### src/rtl/core_mem_port.sv
// core_mem_port: serves the core's inst/data accesses one at a time on a single-outstanding bus
// Ports: CLK/RST (synchronous, active-low); INST_* instruction read port; DATA_* data read
// and write ports; MEM_WAIT stall to the core; BUS_* backing bus (REQ/READY handshake,
// read data returned later on RVALID).
module core_mem_port #(
    parameter int ADDR_WIDTH = 32
) (
    input  logic                  CLK,
    input  logic                  RST,
    input  logic                  INST_RDEN,
    input  logic [31:0]           INST_RIADDR,
    output logic [31:0]           INST_ROADDR,
    output logic                  INST_RVALID,
    output logic [31:0]           INST_RDATA,
    input  logic                  DATA_RDEN,
    input  logic [31:0]           DATA_RIADDR,
    output logic [31:0]           DATA_ROADDR,
    output logic                  DATA_RVALID,
    output logic [31:0]           DATA_RDATA,
    input  logic                  DATA_WREN,
    input  logic [31:0]           DATA_WADDR,
    input  logic [31:0]           DATA_WDATA,
    output logic                  MEM_WAIT,
    output logic                  BUS_REQ,
    output logic                  BUS_WE,
    output logic [ADDR_WIDTH-1:0] BUS_ADDR,
    output logic [31:0]           BUS_WDATA,
    input  logic                  BUS_READY,
    input  logic                  BUS_RVALID,
    input  logic [31:0]           BUS_RDATA
);
    typedef enum logic [2:0] {IDLE, WR, DRD, IRD, DONE} state_t;
    state_t state;
    logic pend_drd, pend_ird, rd_wait;
    logic [31:0] drd_addr, ird_addr, launch_addr;
    logic any_req, capture, wr_done, drd_done, ird_done, go_wr, go_drd, go_ird, go_done;
    logic unused_bits;
    assign any_req  = DATA_WREN | DATA_RDEN | INST_RDEN;
    assign capture  = state == IDLE && any_req;
    assign wr_done  = state == WR && BUS_READY;
    // read data only counts once the request has been accepted
    assign drd_done = state == DRD && rd_wait && BUS_RVALID;
    assign ird_done = state == IRD && rd_wait && BUS_RVALID;
    // launch decisions: from IDLE the live inputs choose, afterwards the captured pending set
    assign go_wr    = capture && DATA_WREN;
    assign go_drd   = capture ? !DATA_WREN && DATA_RDEN : wr_done && pend_drd;
    assign go_ird   = capture ? !DATA_WREN && !DATA_RDEN : ((wr_done && !pend_drd) || drd_done) && pend_ird;
    assign go_done  = ird_done || (((wr_done && !pend_drd) || drd_done) && !pend_ird);
    assign launch_addr = go_wr ? DATA_WADDR :
                         go_drd ? (capture ? DATA_RIADDR : drd_addr) :
                         (capture ? INST_RIADDR : ird_addr);
    assign unused_bits = ^launch_addr[1:0];
    assign MEM_WAIT = RST && (state == WR || state == DRD || state == IRD || capture);
    always_ff @(posedge CLK) begin
        if (!RST) begin
            state       <= IDLE;
            pend_drd    <= 1'b0;
            pend_ird    <= 1'b0;
            rd_wait     <= 1'b0;
            drd_addr    <= '0;
            ird_addr    <= '0;
            BUS_REQ     <= 1'b0;
            BUS_WE      <= 1'b0;
            BUS_ADDR    <= '0;
            BUS_WDATA   <= '0;
            INST_RVALID <= 1'b0;
            INST_ROADDR <= '0;
            INST_RDATA  <= '0;
            DATA_RVALID <= 1'b0;
            DATA_ROADDR <= '0;
            DATA_RDATA  <= '0;
        end else begin
            state <= go_wr ? WR : go_drd ? DRD : go_ird ? IRD : go_done ? DONE :
                     state == DONE ? IDLE : state;
            if (capture) begin
                pend_drd    <= DATA_RDEN;
                pend_ird    <= INST_RDEN;
                drd_addr    <= DATA_RIADDR;
                ird_addr    <= INST_RIADDR;
                INST_RVALID <= 1'b0;
                DATA_RVALID <= 1'b0;
                if (DATA_WREN)
                    BUS_WDATA <= DATA_WDATA;
            end
            if (go_wr || go_drd || go_ird) begin
                BUS_REQ  <= 1'b1;
                BUS_WE   <= go_wr;
                BUS_ADDR <= {launch_addr[ADDR_WIDTH-1:2], 2'b00};
            end else if (BUS_READY) begin
                BUS_REQ <= 1'b0;
            end
            // set once a read is accepted, held until its data returns
            rd_wait <= (state == DRD || state == IRD) && (rd_wait ? !BUS_RVALID : BUS_REQ && BUS_READY);
            if (drd_done) begin
                DATA_RDATA  <= BUS_RDATA;
                DATA_ROADDR <= drd_addr;
                DATA_RVALID <= 1'b1;
            end
            if (ird_done) begin
                INST_RDATA  <= BUS_RDATA;
                INST_ROADDR <= ird_addr;
                INST_RVALID <= 1'b1;
            end
        end
    end
endmodule

### config.mk
export PLATFORM = sky130hd
export DESIGN_NAME = core_mem_port
export DESIGN_NICKNAME = d
export VERILOG_FILES = /design/src/rtl/core_mem_port.sv
export SDC_FILE = /design/constraint.sdc
export NUM_CORES = 1
export LEC_CHECK = 0
export CAP_MARGIN = 25
export CORE_MARGIN = 5
export CORE_UTILIZATION = 47
export CTS_BUF_LIST = sky130_fd_sc_hd__clkbuf_8
export DETAILED_ROUTE_END_ITERATION = 7
export PLACE_DENSITY = 0.9
export SLEW_MARGIN = 20
export SYNTH_ARGS = -nofsm -noshare
export SYNTH_HDL_FRONTEND = slang
export SYNTH_SLANG_ARGS = --single-unit
### constraint.sdc
create_clock -name CLK -period 2.3 [get_ports CLK]
set_clock_uncertainty 0.15 [all_clocks]
set_input_delay 0.46 -clock CLK [delete_from_list [all_inputs] [get_ports CLK]]
set_output_delay 0.46 -clock CLK [all_outputs]
set_load 0.02 [all_outputs]
==> summary.txt, run 1 <==
Synthesis
  • Number of cells produced by synthesis: 1146
  • Portion of the post-synthesis area used by sequential elements: 0.5159
  • Xor and xnor area share after synthesis: 0
  • Primary flip-flop cell chosen by synthesis mapping: sky130_fd_sc_hd__dfxtp_1
  • Main combinational cell family by area after synthesis: compound AO/OA/AOI/OAI gates
  • Distinct cell type count of the synthesized netlist: 44
  • Netlist Area Pre-Place: 10240 sq um
  • Synth Area per Inst: 8.939 sq um
  • Adder and majority gate portion of the synthesized area: 0
  • Synthesized-area fraction occupied by ao, oa, aoi and oai cells: 0.1943
  • Portion of netlist area occupied by mux cells: 0.05863
  • Total of flip-flops plus latches after synthesis: 264
  • FFs w/ async S/R, synth: 0
  • Number of synthesized flops with an enable pin: 0
  • Area fraction in and, or, nand and nor cells after synthesis: 0.1912
  • Number of warning messages in the yosys log: 0

Final layout
  • Number of filler cells placed in the layout: 1608
  • Share of post-route cells with drive strength above 1: 0.08564
  • Layout Utilization: 0.7095
  • # nets final: 1685
  • Non-filler cells, final: 1834
  • Area growth syn-to-layout: 49.76%

STA
  • Number of slew-limit violations in the final report: 0
  • Final period utilization: 0.9397
  • Final hold violation count: 0
  • Endpoints failing setup: 0
  • Min Tclk post-route: 2.161 ns
  • Highest attainable clock frequency: 0.4627 GHz
  • Setup TNS: 0 ns
  • Unrepaired setup endpoints after global routing: no

Clock tree
  • Clock tree root driver cell: sky130_fd_sc_hd__clkbuf_8
  • Depth of the CTS H-tree: 2
  • Worst-skew pair later-pin latency: 0.52 ns
  • Number of buffers inserted to repair setup after CTS: 0
  • Number of buffers added by the clock tree synthesis step: 44
  • CTS Buffer Depth: 3
  • Clk slew on worst S/H paths: 0.07 ns
  • TritonCTS clock tree: built
  • Sink count of the clock tree: 264

Worst setup path
  • Data required time at the worst endpoint: 2.54 ns
  • Critical Path, Cell by Cell: or3_1 -> nor2_8 -> buf_12 -> mux2i_1 -> o22a_1 -> a31oi_1
  • Element type at the critical path end: flip-flop
  • Delay contributed by the slowest stage of the critical path: 0.53 ns
  • Type of origin of the critical path: flip-flop
  • Path depth of the worst reg2reg path: 6
  • CP max stage cell: sky130_fd_sc_hd__or3_1
  • Worst path arrival time: 2.41 ns
  • Critical path peak fanout: 21
  • Worst Setup Path Type: reg2reg

Routing
  • Number of iterations in the first detailed-routing pass: 5
  • DR WL/cell: 18.17 um
  • Total length of routed wires: 33.32 mm
  • Violation count after the first detailed-route iteration: 631
  • Total via count after detailed routing: 9480
  • # DRC: 0
  • Antenna Violating Nets Remaining: 0
  • Via density per instance: 5.169

Place
  • HPWL after detailed placement: 23.48 mm
  • Count of buffers from port buffering: 359
  • Weighted congestion reported at the end of routability-driven placement: 0.8894
  • Number of cells in the design after placement: 1752

Worst hold path
  • Hold/Removal Path Class: in2reg
  • Worst Hold Depth: 2

Global routing
  • Largest net degree at the start of global routing: 102
  • Overall track demand over capacity in global routing: 0.2538
  • Grt total ovfl: 0
  • Wire length of the first global-routing pass: 50.36 mm
  • Initial antenna violation count: 2
  • Number of global-route vias before repair: 9437

Die
  • Die Height: 157.6 um
  • Full die area: 24850 sq um
  • Starting density of the core: 0.4738
  • Rows: 54
  • Number of top-level pins: 364
  • Width of the chip: 157.6 um
  • CORE AREA: 21620 sq um

Power
  • Power Total: 0.01296 W
  • Peak ir drop on the vdd network: 0.0006125 V
  • Leakage dissipation: 5.679 nW
  • Power per cell area: 844.5 nW/um^2

Outcome
  • Status: finished clean

Run
  • Number of max-cap violations: 0
cell usage in the layout (no fill, tap or decap), types with 3 or more instances in the layout:
master and instances:
sky130_fd_sc_hd__dfxtp_1 264, sky130_fd_sc_hd__inv_1 21, sky130_fd_sc_hd__a31oi_1 29, sky130_fd_sc_hd__a21boi_0 94, sky130_fd_sc_hd__o22a_1 29, sky130_fd_sc_hd__o21ai_0 33
sky130_fd_sc_hd__buf_12 16, sky130_fd_sc_hd__clkinv_2 5, sky130_fd_sc_hd__clkdlybuf4s50_1 354, sky130_fd_sc_hd__nor2_1 3, sky130_fd_sc_hd__buf_4 42, sky130_fd_sc_hd__mux2i_1 60
sky130_fd_sc_hd__clkbuf_8 54, sky130_fd_sc_hd__nand2_1 360, sky130_fd_sc_hd__clkinvlp_4 3, sky130_fd_sc_hd__a21boi_1 73, sky130_fd_sc_hd__o211ai_1 4, sky130_fd_sc_hd__nor2b_1 64
what timing repair did:
item | 4_1_cts | 5_1_grt
gates cloned | 0 | 0
hold buffers | 0 | 0
setup endpoints to repair | 1 | 1
resized for setup | 5 | 1
sequential cells by signal (all words and copies together) (netlist names), 3 cells and up, named ones only:
signal       count
INST_RDATA      32
state            3
DATA_ROADDR     32
DATA_RDATA      32
BUS_WDATA       32
BUS_ADDR        30
INST_ROADDR     32
ird_addr        30
drd_addr        30
layer usage:
layer	part of all wire	track usage	wire length, um	vias to the layer above
li1	-	-	-	4587
met1	0.39	0.2949	12860	4421
met2	0.50	0.4540	16740	403
met3	0.083	0.06698	2755	65
met4	0.028	0.08398	946	4
met5	0.00057	0	19	-
worst paths after layout:
| check | from | end | slack (ns) |
|---|---|---|---|
| setup reg to reg | state[0] | BUS_ADDR[2] | 0.14 |
| setup / recovery | state[0] | BUS_ADDR[2] | 0.14 |
| hold / removal | RST | state[1] | 0.05 |
| hold reg to reg | INST_ROADDR[20] | INST_ROADDR[20] | 0.30 |
Yosys cell counts, drive strengths merged, types with 3 or more instances:
cell type	n	area, sq um
mux2i	60	600.6
nand2	361	1355
o21ai	34	170.2
o211ai	4	30.03
a31oi	29	181.4
dfxtp	264	5285
o22a	29	254.0
clkbuf	71	266.5
nor2	5	35.03
nor2b	64	400.4
a21boi	167	1254
buf	20	131.4
nor3	3	20.02
where the power goes:
| part | internal (W) | switching (W) | total (W) |
|---|---|---|---|
| sequential | 0.00506 | 0.000264 | 0.00532 |
| clock | 0.00213 | 0.00183 | 0.00395 |
| combinational | 0.00180 | 0.00188 | 0.00368 |
cell families (layout without fill, tap and decap cells):
group / after synthesis / after routing
buf+inv: 93 / 499
other cells: 1 / 3
flops: 264 / 264
compound gates: 276 / 276
simple gates: 452 / 452
mux: 60 / 60
critical path, delay by kind of cell, from the launching register on:
family | cells | cell delay [ns]
and+or+nand+nor | 2 | 0.74
AOI/OAI and AO/OA | 2 | 0.28
DFF | 1 | 0.31
muxes | 1 | 0.33
buffers and inverters | 1 | 0.21
final cells by class:
class                   count  area, sq um  area share
clock buffers              54        743.2     0.04845
inverters                   2        7.507   0.0004894
multi-input cells         790         4613      0.3007
flip-flops and latches    264         5285      0.3445
clock inverters            27        118.9    0.007748
repair buffers            416         4220      0.2751
well taps                 280        350.3     0.02284
diodes                      1        2.502   0.0001631
per-stage QoR:
| step | worst slack (ns) | cell area [sq um] | hold WS (ns) |
|---|---|---|---|
| 2_1_floorplan | 0.3414 | 10250 | 0.2773 |
| 3_5_place_dp | -0.1862 | 14460 | 0.2934 |
| 4_1_cts | 0.003578 | 15340 | 0.02401 |
| 3_3_place_gp | -0.1647 | 14460 | 0.2829 |
| 6_report | 0.1388 | 15340 | 0.05452 |
| 5_1_grt | 0.02338 | 15340 | 0.02740 |
(Power assumes the default switching activity.)
==> run 2, diff against run 1 <==
Settings changed: PLACE_DENSITY 0.9 to 0.88.
==> run 2 against run 1 <==
Power up 0.46%; via count decreased by 0.17%; global-route usage grew 0.10 points; routed wire length down 1.2%; critical path type unchanged.
==> summary.txt, run 2 (synthesis results as in run 1) <==
Final layout
  • Sequential cell area: 5285 sq um
  • Area taken by multi-input logic gates: 4603 sq um
  • Non-filler cells, final: 1842
  • Area growth syn-to-layout: 50.84%
  • Share of post-route cells with drive strength above 1: 0.08974
  • Number of filler cells placed in the layout: 1557
  • Commonest non-fill, non-tap cells in the layout: sky130_fd_sc_hd__nand2_1 (360), sky130_fd_sc_hd__clkdlybuf4s50_1 (354), sky130_fd_sc_hd__dfxtp_1 (264)
  • Leading cell type in the layout, fill and taps excluded: sky130_fd_sc_hd__nand2_1
  • # nets final: 1698

Die
  • Starting density of the core: 0.4738
  • Die Height: 157.6 um
  • Rows: 54
  • Width of the chip: 157.6 um
  • CORE AREA: 21620 sq um
  • Full die area: 24850 sq um
  • Number of top-level pins: 364

Worst setup path
  • Element type at the critical path end: flip-flop
  • Gate family responsible for the most delay along the worst path: simple AND/OR/NAND/NOR gates
  • Data required time at the worst endpoint: 2.56 ns
  • Critical path peak fanout: 18
  • Worst path arrival time: 2.46 ns
  • Critical Path, Cell by Cell: or3_1 -> nor2_8 -> buf_12 -> buf_4 -> mux2i_1 -> o22a_1 -> a31oi_1
  • Number of buffer and inverter instances along the worst setup path: 2
  • Type of origin of the critical path: flip-flop
  • Path depth of the worst reg2reg path: 7
  • Worst R2R Start: state[0]
  • Slack of the worst reg-to-reg path: 0.10 ns
  • Worst Setup Path Type: reg2reg
  • Delay contributed by the slowest stage of the critical path: 0.53 ns
  • Endpoint of the worst register-to-register path: BUS_ADDR[13]
  • CP max stage cell: sky130_fd_sc_hd__or3_1

Run
  • Number of max-cap violations: 0

Worst hold path
  • Hold/Removal Path Class: in2reg
  • Hold wc startpoint: RST
  • Worst Hold Depth: 3
  • Worst hold endpoint: BUS_REQ

Routing
  • Violation count after the first detailed-route iteration: 492
  • Via density per instance: 5.138
  • Total length of routed wires: 32.93 mm
  • # DRC: 0
  • DR WL/cell: 17.88 um
  • Antenna Violating Nets Remaining: 0
  • Total via count after detailed routing: 9464
  • Number of iterations in the first detailed-routing pass: 5

STA
  • Highest attainable clock frequency: 0.4554 GHz
  • Fin Hold WS: 0.2888 ns
  • Endpoints failing setup: 0
  • Final period utilization: 0.9548
  • Final hold violation count: 0
  • Number of slew-limit violations in the final report: 0
  • Unrepaired setup endpoints after global routing: yes
  • Min Tclk post-route: 2.196 ns

Power
  • Power dissipated by switching net loads: 0.003932 W
  • Fraction of power consumed by the clock network: 0.295
  • Sequential Power Share: 0.409
  • Combinational power share: 0.295
  • Switching power share of the total: 0.3021
  • Power Total: 0.01301 W
  • Cell-internal power: 0.009082 W
  • Peak ir drop on the vdd network: 0.0005258 V
  • Power per cell area: 842.3 nW/um^2
  • Leakage dissipation: 5.735 nW

Global routing
  • Number of global-route vias before repair: 9739
  • Largest net degree at the start of global routing: 138
  • Overall track demand over capacity in global routing: 0.2548
  • Grt total ovfl: 0
  • Initial antenna violation count: 4
  • Wire length of the first global-routing pass: 50.86 mm

Clock tree
  • TritonCTS clock tree: built
  • Number of buffers added by the clock tree synthesis step: 42
  • Worst-skew pair later-pin latency: 0.53 ns
  • Depth of the CTS H-tree: 2
  • Clock tree root driver cell: sky130_fd_sc_hd__clkbuf_8
  • CTS Buffer Depth: 3
  • Clk slew on worst S/H paths: 0.06 ns
  • CTS hold repair buffers: 0
  • Sink count of the clock tree: 264

Place
  • Count of buffers from port buffering: 359
  • Weighted congestion reported at the end of routability-driven placement: 0.9003
  • Number of cells in the design after placement: 1767
  • HPWL after detailed placement: 23.86 mm

Outcome
  • Status: finished clean
run 2: layout make-up:
type,count,area share
inverter,2,0.0004859
timing repair buffer,431,0.2837
multi-input combinational,790,0.2979
tap,280,0.02267
clock buffer,54,0.04810
sequential,264,0.3421
clock inverter,19,0.004778
antenna,2,0.0003239
run 2: worst reg2reg max path, stage by stage, from the launching register on:
cell	delay [ns]
sky130_fd_sc_hd__dfxtp_1	0.31
sky130_fd_sc_hd__or3_1	0.53
sky130_fd_sc_hd__nor2_8	0.18
sky130_fd_sc_hd__buf_12	0.18
sky130_fd_sc_hd__buf_4	0.17
sky130_fd_sc_hd__mux2i_1	0.30
sky130_fd_sc_hd__o22a_1	0.18
sky130_fd_sc_hd__a31oi_1	0.08
run 2: power groups by stage:
stage / Sequential [W] / Combinational (W) / Clock [W]
after floorplan: 0.00568 / 0.00171 / 0
after global routing: 0.00537 / 0.00412 / 0.00414
after CTS: 0.00532 / 0.00385 / 0.00394
after detailed placement: 0.00541 / 0.00383 / 0
final: 0.00533 / 0.00385 / 0.00384
after global placement: 0.00540 / 0.00374 / 0
run 2: through the flow:
step,setup TNS (ns),util,setup slack [ns],instance area [sq um]
final,0,0.7146,0.1040,15450
after floorplan,0,-,0.3414,10250
after global routing,-0.006117,0.7146,-0.006117,15450
after CTS,0,0.7142,0.06348,15440
after detailed placement,-8.321,0.6764,-0.2821,14620
after global placement,-5.333,0.6764,-0.1959,14620
run 2: worst max-delay path by stage:
stage | start | depth (start not counted) | to | slack [ns]
final | state[0] | 7 | BUS_ADDR[13] | 0.10
after detailed placement | BUS_READY | 7 | BUS_ADDR[24] | -0.28
after floorplan | state[0] | 7 | BUS_ADDR[15] | 0.34
after global routing | state[0] | 7 | BUS_ADDR[27] | -0.006
after global placement | BUS_READY | 7 | BUS_ADDR[30] | -0.20
after CTS | state[0] | 4 | MEM_WAIT | 0.06
run 2: per-layer routing:
layer	GRT usage	wire length [um]
met5	0	14
met4	0.1139	1353
met3	0.05850	2285
met2	0.4469	16240
met1	0.2966	13030
run 2: what timing repair did:
action | 4_1_cts | 5_1_grt
endpoints found under the setup margin | 1 | 1
buffers inserted | 0 | 0
gates cloned | 0 | 0
pin swaps | 0 | 0
resized for setup | 4 | 1
==> run 3, diff against run 2 <==
Settings changed: GPL_TIMING_DRIVEN set to 0.
==> run 3 against run 2 <==
Hold slack worse by 0.099 ns; die area stayed put; power is 3.0% higher; fmax is 3.9% lower; via count is 4.0% higher; register-to-register slack worse by 0.09 ns; setup slack worse by 0.089 ns; first-iteration DRC count is 21% higher; combinational power hardly changed.
==> summary.txt, run 3 (synthesis results as in run 1) <==
STA
  • Number of slew-limit violations in the final report: 0
  • Endpoints failing setup: 0
  • Slew at the pin closest to its max-slew limit: 0.8237 ns
  • Min Tclk post-route: 2.285 ns
  • Normalized max-slew margin: 0.4509
  • Highest attainable clock frequency: 0.4376 GHz
  • Final period utilization: 0.9935
  • Final hold violation count: 0
  • Unrepaired setup endpoints after global routing: yes

Routing
  • Number of iterations in the first detailed-routing pass: 5
  • Violation count after the first detailed-route iteration: 595
  • # DRC: 0
  • Via density per instance: 5.268
  • Total via count after detailed routing: 9840
  • Total length of routed wires: 36.20 mm
  • DR WL/cell: 19.38 um
  • Antenna Violating Nets Remaining: 0

Die
  • Die Height: 157.6 um
  • Full die area: 24850 sq um
  • Number of top-level pins: 364
  • Starting density of the core: 0.4738
  • Width of the chip: 157.6 um
  • CORE AREA: 21620 sq um
  • Rows: 54

Global routing
  • Grt total ovfl: 0
  • Met3 global-route usage: 0.06534
  • Met2 layer usage reported by global route: 0.4605
  • GRT Max-Usage Layer: met2
  • Global-route met1 utilization: 0.3304
  • Largest net degree at the start of global routing: 12
  • Wire length of the first global-routing pass: 53.43 mm
  • Initial antenna violation count: 2
  • Overall track demand over capacity in global routing: 0.2723
  • Number of global-route vias before repair: 9986

Place
  • Weighted congestion reported at the end of routability-driven placement: 0.9337
  • HPWL after detailed placement: 26.63 mm
  • Number of cells in the design after placement: 1785
  • Total cell area at the placement stage: 14190 sq um
  • Count of buffers from port buffering: 358

Final layout
  • Leading cell type in the layout, fill and taps excluded: sky130_fd_sc_hd__nand2_1
  • Share of post-route cells with drive strength above 1: 0.08885
  • Non-filler cells, final: 1868
  • Commonest non-fill, non-tap cells in the layout: sky130_fd_sc_hd__nand2_1 (360), sky130_fd_sc_hd__clkdlybuf4s50_1 (354), sky130_fd_sc_hd__dfxtp_1 (263)
  • # nets final: 1725
  • Number of filler cells placed in the layout: 1608
  • Area growth syn-to-layout: 50.19%
  • Final std cell area, no fill: 15380 sq um

Worst setup path
  • Worst path arrival time: 2.56 ns
  • Type of origin of the critical path: flip-flop
  • Crit path from: state[0]
  • Path depth of the worst reg2reg path: 8
  • Crit path to: BUS_ADDR[13]
  • Endpoint of the worst register-to-register path: BUS_ADDR[13]
  • Data required time at the worst endpoint: 2.57 ns
  • Most repeated library cell on the critical path: sky130_fd_sc_hd__buf_12
  • Critical path peak fanout: 10
  • Worst R2R Start: state[0]
  • Critical Path, Cell by Cell: or3_1 -> clkbuf_4 -> nor2_8 -> buf_12 -> buf_12 -> mux2i_2 -> o22a_1 -> a31oi_1
  • CP max stage cell: sky130_fd_sc_hd__or3_1
  • Slack of the worst reg-to-reg path: 0.01 ns
  • Worst Setup Path Type: reg2reg
  • Delay contributed by the slowest stage of the critical path: 0.38 ns
  • Element type at the critical path end: flip-flop

Clock tree
  • Number of buffers added by the clock tree synthesis step: 44
  • Worst-skew pair later-pin latency: 0.56 ns
  • Clk slew on worst S/H paths: 0.06 ns
  • Sink count of the clock tree: 264
  • CTS hold repair buffers: 0
  • Clock tree root driver cell: sky130_fd_sc_hd__clkbuf_8
  • CTS Buffer Depth: 3
  • Depth of the CTS H-tree: 2
  • TritonCTS clock tree: built

Outcome
  • Status: finished clean

Power
  • Peak ir drop on the vdd network: 0.0004770 V
  • Leakage dissipation: 5.586 nW
  • Power per cell area: 871.5 nW/um^2
  • Power Total: 0.01341 W

Run
  • Number of max-cap violations: 0

Worst hold path
  • Hold/Removal Path Class: in2reg
## run 3: cell count changes in the layout (fill, tap and decap cells not counted), sizes merged
cell,change
buf,-46
bufinv,+1
clkbuf,+74
clkinv,+1
clkinvlp,+2
diode,-1
inv,-5
## run 3: layout make-up
cell class                      count  area (sq um)  share of cell area
Timing Repair Buffer              368          3682              0.2393
Tap cell                          280         350.3             0.02277
Clock buffer                       57         784.5             0.05099
Multi-Input combinational cell    790          4697              0.3053
Clock inverter                     18         105.1            0.006831
Sequential cell                   264          5286              0.3436
Inverter                            2         7.507           0.0004880
Antenna cell                        1         2.502           0.0001627
Buffer                             88         469.2             0.03050
## run 3: per-layer routing
metal	part of all wire	routed length, um
met1	0.39	14300
met2	0.48	17470
met5	0.00036	13
met4	0.040	1457
met3	0.082	2960
## run 3: metrics by stage
stage / utilization / worst slack (ns) / TNS [ns] / hold slack, ns
floorplan: - / 0.3414 / 0 / 0.2773
global placement: 0.6559 / -0.8913 / -104.10 / 0.2852
detailed placement: 0.6563 / -0.7603 / -97.05 / 0.2912
CTS: 0.7003 / -0.03243 / -0.03243 / 0.1787
global route: 0.7116 / -0.06252 / -0.7885 / 0.1958
finish: 0.7116 / 0.01486 / 0 / 0.1898
## run 3: worst min path at each step
| stage | start | end | slack [ns] | cells past startpoint |
|---|---|---|---|---|
| 2_1_floorplan | ird_addr[30] | INST_ROADDR[30] | 0.28 | 2 |
| 3_3_place_gp | ird_addr[15] | INST_ROADDR[15] | 0.29 | 2 |
| 3_5_place_dp | ird_addr[29] | INST_ROADDR[29] | 0.29 | 2 |
| 4_1_cts | RST | state[2] | 0.18 | 3 |
| 5_1_grt | RST | BUS_REQ | 0.20 | 2 |
| 6_report | RST | BUS_REQ | 0.19 | 2 |
## run 3: timing repair
| item | in CTS | in global routing |
|---|---|---|
| endpoints found under the setup margin | 170 | 145 |
| pin swaps | 3 | 1 |
| gates resized for setup | 27 | 65 |
| gates cloned | 0 | 1 |
| endpoints found under the hold margin | 0 | 0 |
| setup buffers | 5 | 4 |
## run 3: power by group
group	switching [W]	internal, W
Clock	0.00186	0.00232
Combinational	0.00203	0.00184
Sequential	0.000297	0.00506
Total	0.00419	0.00922
## run 3: critical path: cells and delay by family (launching register included)
| family | cells | cell delay [ns] |
|---|---|---|
| buffers and inverters | 3 | 0.51 |
| muxes | 1 | 0.34 |
| DFF | 1 | 0.36 |
| and+or+nand+nor | 2 | 0.56 |
| AOI/OAI and AO/OA | 2 | 0.26 |
